## src/rtl/eth_tx_scheduler.sv

```systemverilog
// ============================================================================
// Module   : eth_tx_scheduler
// Brief    : Two-requester round-robin Ethernet TX framer (preamble, SFD,
//            payload, optional pad, IFG). Padding enabled by ETH_TX_SCHED_PAD_EN.
// Revision : 1.0 - initial release
// ============================================================================
`default_nettype none

module eth_tx_scheduler #(
   parameter int PREAMBLE_BYTES = 7,
   parameter int IFG_BYTES      = 12,
   parameter int MIN_PAYLOAD    = 60,
   parameter int LEN_W          = 16
) (
   input  logic        clock,
   input  logic        reset_n,
   input  logic        req0_valid,
   input  logic [7:0]  req0_data,
   input  logic        req0_last,
   output logic        req0_ready,
   input  logic        req1_valid,
   input  logic [7:0]  req1_data,
   input  logic        req1_last,
   output logic        req1_ready,
   output logic [7:0]  tx_data,
   output logic        tx_valid,
   input  logic        tx_ready,
   output logic        tx_frame,
   output logic [1:0]  grant,
   output logic        busy,
   output logic [15:0] frame_cnt
);

   typedef enum logic [2:0] {
      S_IDLE     = 3'd0,
      S_PREAMBLE = 3'd1,
      S_SFD      = 3'd2,
      S_PAYLOAD  = 3'd3,
      S_PAD      = 3'd4,
      S_IFG      = 3'd5
   } state_t;

   localparam logic [7:0] c_pre_last = 8'(PREAMBLE_BYTES - 1);
   localparam logic [7:0] c_ifg_last = 8'(IFG_BYTES - 1);

   state_t      r_state, w_state_nxt;
   logic [1:0]  r_grant, w_grant_nxt;
   logic        r_last_grant, w_last_grant_nxt;   // 1 means ch1 was served last
   logic [7:0]  r_cnt, w_cnt_nxt;
   logic [15:0] r_frame_cnt, w_frame_cnt_nxt;

   logic        w_sel_valid;
   logic [7:0]  w_sel_data;
   logic        w_sel_last;

`ifdef ETH_TX_SCHED_PAD_EN
   localparam logic [LEN_W-1:0] c_min_len = LEN_W'(MIN_PAYLOAD);
   logic [LEN_W-1:0] r_len, w_len_nxt, w_len_inc;
   assign w_len_inc = (&r_len) ? r_len : r_len + 1'b1;
`endif

   assign w_sel_valid = r_grant[1] ? req1_valid : req0_valid;
   assign w_sel_data  = r_grant[1] ? req1_data  : req0_data;
   assign w_sel_last  = r_grant[1] ? req1_last  : req0_last;

   assign grant     = r_grant;
   assign busy      = (r_state != S_IDLE);
   assign frame_cnt = r_frame_cnt;

   always_ff @(posedge clock or negedge reset_n) begin
      if (!reset_n) begin
         r_state      <= S_IDLE;
         r_grant      <= 2'b00;
         r_last_grant <= 1'b1;
         r_cnt        <= 8'd0;
         r_frame_cnt  <= 16'd0;
`ifdef ETH_TX_SCHED_PAD_EN
         r_len        <= '0;
`endif
      end else begin
         r_state      <= w_state_nxt;
         r_grant      <= w_grant_nxt;
         r_last_grant <= w_last_grant_nxt;
         r_cnt        <= w_cnt_nxt;
         r_frame_cnt  <= w_frame_cnt_nxt;
`ifdef ETH_TX_SCHED_PAD_EN
         r_len        <= w_len_nxt;
`endif
      end
   end

   always_comb begin
      w_state_nxt      = r_state;
      w_grant_nxt      = r_grant;
      w_last_grant_nxt = r_last_grant;
      w_cnt_nxt        = r_cnt;
      w_frame_cnt_nxt  = r_frame_cnt;
`ifdef ETH_TX_SCHED_PAD_EN
      w_len_nxt        = r_len;
`endif
      tx_data    = 8'h00;
      tx_valid   = 1'b0;
      tx_frame   = 1'b0;
      req0_ready = 1'b0;
      req1_ready = 1'b0;

      case (r_state)
         S_IDLE: begin
            if (req0_valid || req1_valid) begin
               // On a tie, serve the channel that was not served last
               if (req0_valid && req1_valid)
                  w_grant_nxt = r_last_grant ? 2'b01 : 2'b10;
               else
                  w_grant_nxt = req0_valid ? 2'b01 : 2'b10;
               w_last_grant_nxt = w_grant_nxt[1];
               w_cnt_nxt        = 8'd0;
               w_state_nxt      = S_PREAMBLE;
            end
         end
         S_PREAMBLE: begin
            tx_data  = 8'h55;
            tx_valid = 1'b1;
            tx_frame = 1'b1;
            if (tx_ready) begin
               if (r_cnt == c_pre_last) begin
                  w_cnt_nxt   = 8'd0;
                  w_state_nxt = S_SFD;
               end else begin
                  w_cnt_nxt = r_cnt + 8'd1;
               end
            end
         end
         S_SFD: begin
            tx_data  = 8'hD5;
            tx_valid = 1'b1;
            tx_frame = 1'b1;
            if (tx_ready) begin
               w_state_nxt = S_PAYLOAD;
`ifdef ETH_TX_SCHED_PAD_EN
               w_len_nxt   = '0;
`endif
            end
         end
         S_PAYLOAD: begin
            tx_data    = w_sel_data;
            tx_valid   = w_sel_valid;
            tx_frame   = 1'b1;
            req0_ready = r_grant[0] & tx_ready;
            req1_ready = r_grant[1] & tx_ready;
            if (w_sel_valid && tx_ready) begin
`ifdef ETH_TX_SCHED_PAD_EN
               w_len_nxt = w_len_inc;
               if (w_sel_last) begin
                  w_cnt_nxt   = 8'd0;
                  w_state_nxt = (w_len_inc < c_min_len) ? S_PAD : S_IFG;
               end
`else
               if (w_sel_last) begin
                  w_cnt_nxt   = 8'd0;
                  w_state_nxt = S_IFG;
               end
`endif
            end
         end
`ifdef ETH_TX_SCHED_PAD_EN
         S_PAD: begin
            tx_valid = 1'b1;
            tx_frame = 1'b1;
            if (tx_ready) begin
               w_len_nxt = w_len_inc;
               if (w_len_inc == c_min_len)
                  w_state_nxt = S_IFG;
            end
         end
`endif
         S_IFG: begin
            tx_valid = 1'b1;
            if (tx_ready) begin
               if (r_cnt == c_ifg_last) begin
                  w_cnt_nxt       = 8'd0;
                  w_grant_nxt     = 2'b00;
                  w_frame_cnt_nxt = r_frame_cnt + 16'd1;
                  w_state_nxt     = S_IDLE;
               end else begin
                  w_cnt_nxt = r_cnt + 8'd1;
               end
            end
         end
         default: w_state_nxt = S_IDLE;
      endcase
   end

endmodule

`default_nettype wire

```

## config.mk

```make
export PLATFORM = sky130hd
export DESIGN_NAME = eth_tx_scheduler
export DESIGN_NICKNAME = d
export VERILOG_FILES = /design/src/rtl/eth_tx_scheduler.sv
export SDC_FILE = /design/constraint.sdc
export NUM_CORES = 1
export LEC_CHECK = 0
export BUFFER_PORTS_ARGS = -buffer_cell sky130_fd_sc_hd__buf_2
export CAP_MARGIN = 20
export CORE_UTILIZATION = 55
export CTS_CLUSTER_DIAMETER = 120
export DETAILED_ROUTE_END_ITERATION = 7
export PLACE_DENSITY = 0.85
export SLEW_MARGIN = 10
export SYNTH_ARGS = -nofsm -noshare
export SYNTH_HDL_FRONTEND = slang
export SYNTH_SLANG_ARGS = --single-unit
```

## constraint.sdc

```tcl
create_clock -name clock -period 3.2 [get_ports clock]
set_clock_uncertainty 0.05 [all_clocks]
set_input_delay 0.64 -clock clock [delete_from_list [all_inputs] [get_ports clock]]
set_output_delay 0.64 -clock clock [all_outputs]
set_load 0.01 [all_outputs]
```

Word-level counts from Yosys, hierarchy flattened
Index checks and enable logic that the tools add are counted.
{"block": "op_classes", "add_sub_neg": 2, "n_mux": 32, "n_reduce_logical": 14, "n_bitwise": 2, "eq_ne": 14}
{"op": "$mux W8", "count": 8}
{"op": "$pmux W8 S4", "count": 1}
{"op": "$mux W3", "count": 8}
{"op": "$pmux W8 S3", "count": 1}
{"op": "$add A16 B1 Y16 const B", "count": 1}
{"op": "$ne A2 B2 Y1 const B", "count": 8}
{"op": "$pmux W3 S5", "count": 1}
{"op": "$mux W2", "count": 6}
{"op": "$add A8 B1 Y8 const B", "count": 1}
{"op": "$eq A8 B3 Y1 const B", "count": 1}
{"op": "$eq A8 B4 Y1 const B", "count": 1}
{"op": "$reduce_and A8 Y1", "count": 1}
{"op": "$eq A3 B2 Y1 const B", "count": 2}
{"op": "$reduce_and A6 Y1", "count": 1}
{"op": "$reduce_or A3 Y1", "count": 2}
{"op": "$mux W1", "count": 5}
{"op": "$pmux W2 S2", "count": 1}
{"op": "$reduce_and A4 Y1", "count": 1}
{"op": "$reduce_bool A4 Y1", "count": 1}
{"op": "$eq A3 B1 Y1 const B", "count": 1}
{"op": "$eq A3 B3 Y1 const B", "count": 1}
{"op": "$logic_not A3 Y1", "count": 1}
{"op": "$reduce_and A3 Y1", "count": 1}
{"op": "$reduce_bool A3 Y1", "count": 1}
{"op": "other kinds (6)", "count": 8}
{"block": "totals", "output_inout_bits": 31, "input_bits": 23, "regBits": 30}

Logic depth before layout (Yosys ltp)
{"block": "depth", "ltp_word": 4, "mapped_depth": 7, "ltp_nobuf": 7}

Worst setup path before layout
Ideal clock, no wire load.
{"block": "synth_timing", "path_type": "input to register", "start": "input port tx_ready", "end": "register r_cnt[3]", "t_arrival_ns": 1.957, "required_time_ns": 3.055, "setup_slack_ns": 1.097, "setup_ns": 0.095, "path_buffers": 2, "path_stages": 7, "cell_sequence": "buf_2 > nand3b_1 > o21ai_0 > o211ai_1 > or3_1 > buf_2 > o31ai_1"}
{"block": "synth_between", "elab_chain_cells": 3, "word_cells_on_any_way": 5, "cone_classes": "eq/ne (3); reduce/logical (2)"}
{"item": "from (decl)", "line_no": "27", "text": "input logic tx_ready,"}
{"item": "$logic_and A1 B1 Y1", "line_no": "150", "text": "if (w_sel_valid && tx_ready) begin"}
{"item": "$ne A2 B2 Y1 (no line)"}
{"item": "$reduce_and A6 Y1 (no line) *"}
{"item": "to (signal assigned)", "line_no": "84", "text": "r_cnt <= w_cnt_nxt;"}
{"item": "to (decl)", "line_no": "49", "text": "logic [7:0] r_cnt, w_cnt_nxt;"}
Every way passes the cells marked *; elsewhere a longest branch is shown, timed or not.
A chain may end at the register's enable or synchronous reset.

Worst setup path in the final report
{"block": "layout_timing", "start": "register r_state[0]", "end": "output port busy"}
{"block": "layout_between", "elab_chain_cells": 1}
{"item": "from (decl)", "line_no": "46", "text": "state_t r_state, w_state_nxt;"}
{"item": "from (signal assigned)", "line_no": "81", "text": "r_state <= w_state_nxt;"}
{"item": "$reduce_bool A3 Y1", "line_no": "67", "text": "assign busy = (r_state != S_IDLE);"}
{"item": "to (decl)", "line_no": "30", "text": "output logic busy,"}
Every way passes these cells.

==> impl_results.md <==
- CP Class: reg -> out
- Routed WL per cell: between 10 and 15 um
- Drt total wl: approximately 3.6 mm
- Die Width: between 50 and 60 um
- N_diodes: 0
- Vias in the first global route: between 1000 and 1500
- Yosys Warn Count: 0
- Reg2reg start: grant[1]
- Final core area utilization: 0.720
- Max frequency: roughly 0.4 GHz
- Met1 usage: 0.342
- Worst path buffer plus inverter count: 2
- Power Density: a little under 700 nW/um2
- Die Height: ~58 um
- Post_cts resized: 0
- Met2 Usage GRT: 0.348
- Reg2reg end: r_cnt[3]
- Internal power: ~0.00084 W
- Synthesis-to-layout area growth: 19.7%
- Synth unique cells: 36
- Logic pwr share: 0.403
- Total gr overflow: 0
- Row count: 19
- RePlAce Congestion: approximately 0.84
- Clock share of power: 0.195
- Starting Density: 0.602
- Routed Antenna Nets: 0
- Outcome: completed
- Htree depth: 2
- Worst-Skew Late Latency: 330 ps
- Setup TNS: 0 ps
- DR vias: roughly 1600
- Leak Pwr: 1.03 nW
- Syn Inst Count: ~190
- Clk slew on worst S/H paths: about 100 ps
- Sequential Power Share: 0.402
- Seq/Total Area, Yosys: 0.435
- Flops & latches, synth: 30
- Setup-failing EPs final: 0
- Root buffer cell: clkbuf_4
- Initial antenna violation count: 0
- Total CTS buffers: 5
- Kind of path behind the tightest hold check: in -> async
- CP Depth: 3
- First-pass GRT wire length: approximately 6 mm
- # hold bufs at CTS: 0
- Slew HR: 0.567
- Io pins: 54
- Max incr delay on CP: 600 ps
- Busiest grt layer: met2
- Clock Tree Buf Depth: 2
- Sw power: a little under 0.0006 W
- Syn Nets: ~210
- Number of DRC markers in iteration 0: 73
- Final net count: around 260
- Net Sw Frac: 0.408
- CTS sink cnt: 30
- Mean post-synth cell area: about 9 um2
- Crit path launch type: register
- Crit path arrival time: roughly 1800 ps
- RSZ-0062 raised after global routing: no
- Core area: between 2000 and 3000 um2
- Worst path cell trace: nor3_1, inv_1, buf_2
- Most area-hungry cell type in the Yosys netlist: dfrtp_1
- PortBufs: 53
- Synthesized area: ~1700 um2
- Top cells by area, synth: dfrtp_1 (42%), xnor2_1 (7.1%), mux2i_1 (4.6%), nand3_1 (4.0%), nand2_1 (3.9%)
- CP endpoint kind: output port
- GRT Util Overall: 0.238
- Worst Max-Slew Pin Slew: between 600 and 700 ps
- Max_cap viols: 0
- Detailed-placement wirelength estimate: 2.63 mm
- Final Hold Vio Count: 0
- Total Power: 0.00143 W
- Area of the die: 3370 um2
- DR vias/cell: 5.56
- Number of remaining DRC errors: 0
- Synth top area share: 0.419
- Worst r2r path cells: 5
- CP max FO: 16
- GR Layer Usage met3: 0.0737
- Maximum number of pins on one net before global-route repair: 31
- Period utilisation layout: 0.778
- Fraction of final layout cells with drive strength greater than 1: 0.274
- Setup Buffers After CTS: 0
- Internal reg-to-reg setup slack: between 900 and 1000 ps
- Minimum clock period: about 2500 ps
- Slew Limit Fails: 0
- CP max stage cell: nor3_1
- VDD IR max: between 0.0004 and 0.0005 V
- CP required: between 2000 and 3000 ps
- CTS tree: built
- First drt pass iteration count: 4
- CP top delay family: simple AND/OR/NAND/NOR gates
## synthesized netlist by cell type
master and instances:
buf_4 1, nor2_1 9, xor2_1 2, o31ai_1 5
nand3_1 14, o21ai_0 13, and3_1 10, or4_4 1
a32o_1 2, mux2i_1 8, nor3_1 5, nand4b_1 1
and2_1 1, nand4bb_1 1, inv_1 7, a21oi_1 5
nand2b_1 5, o211ai_1 1, nor3_4 1, nand3b_1 1
mux2_2 1, nand2_1 18, buf_2 5, a22oi_1 1
clkbuf_1 6, dfrtp_1 29, xnor2_1 14, o41ai_1 1
a31oi_1 8, dfstp_2 1, o32ai_1 1, o22ai_1 1
a32oi_1 1, nand4_1 4, or3_1 1, ha_1 3
## power groups by stage
stage / registers (W) / clock network (W) / logic [W]
final: 0.000574 / 0.000278 / 0.000575
after global routing: 0.000588 / 0.000303 / 0.000637
after CTS: 0.000571 / 0.000284 / 0.000572
after detailed placement: 0.000578 / 0 / 0.000568
after global placement: 0.000577 / 0 / 0.000556
after floorplan: 0.000504 / 0 / 0.000479
## cell type report
cell class | instances | area [um2]
multi-input cells | 139 | 897
well taps | 42 | 52.6
inverters | 7 | 26.3
repair buffers | 53 | 265
clock buffers | 8 | 78.8
fillers | 242 | 805
flip-flops and latches | 30 | 752
## cells by family (layout without fill, tap and decap cells)
| kind of cell | Yosys count | count (layout) | synth area share |
|---|---|---|---|
| mux | 9 | 9 | 0.0528 |
| compound gates | 39 | 39 | 0.142 |
| fa+ha+maj | 3 | 3 | 0.0217 |
| buf+inv | 19 | 68 | 0.0470 |
| flops | 30 | 30 | 0.435 |
| simple gates | 72 | 72 | 0.221 |
| xor+xnor | 16 | 16 | 0.0810 |
## registers in the layout, summed over array words and instances (netlist names)
name / count
r_last_grant: 1
grant: 2
frame_cnt: 16
r_state: 3
r_cnt: 8
## per-stage QoR
stage | instance area, um2 | instances | setup slack, ps | hold WS [ps]
final | 2070 | 279 | 710 | 261
after global routing | 2070 | 279 | 560 | 307
after CTS | 2070 | 279 | 712 | 286
after detailed placement | 1990 | 271 | 881 | 414
after global placement | 1990 | 271 | 951 | 408
after floorplan | 1730 | 188 | 1100 | 294
## worst max-delay path by stage
stage	startpoint	end	slack, ps
global placement	tx_ready	r_cnt[4]	950
floorplan	tx_ready	r_cnt[3]	1100
finish	r_state[0]	busy	710
global route	r_state[0]	busy	560
CTS	r_state[0]	busy	710
detailed placement	tx_ready	r_cnt[3]	880
## layout by cell type (no fill, tap or decap), drive strengths merged, types with 2 or more instances in the layout
master	count
clkbuf	8
xor2	2
buf	53
o31ai	5
nand3	14
inv	7
nor3	6
ha	3
xnor2	14
and3	10
a31oi	8
mux2i	8
a32o	2
nand2b	5
nor2	9
nand4	4
o21ai	13
nand2	18
a21oi	5
dfrtp	29
## routing by layer
metal,wire (um),part of all wire
met1,1750,0.48
met3,171,0.047
met4,36,0.010
met5,0,0
met2,1660,0.46
Note: power is estimated with default switching activity, not from simulation.
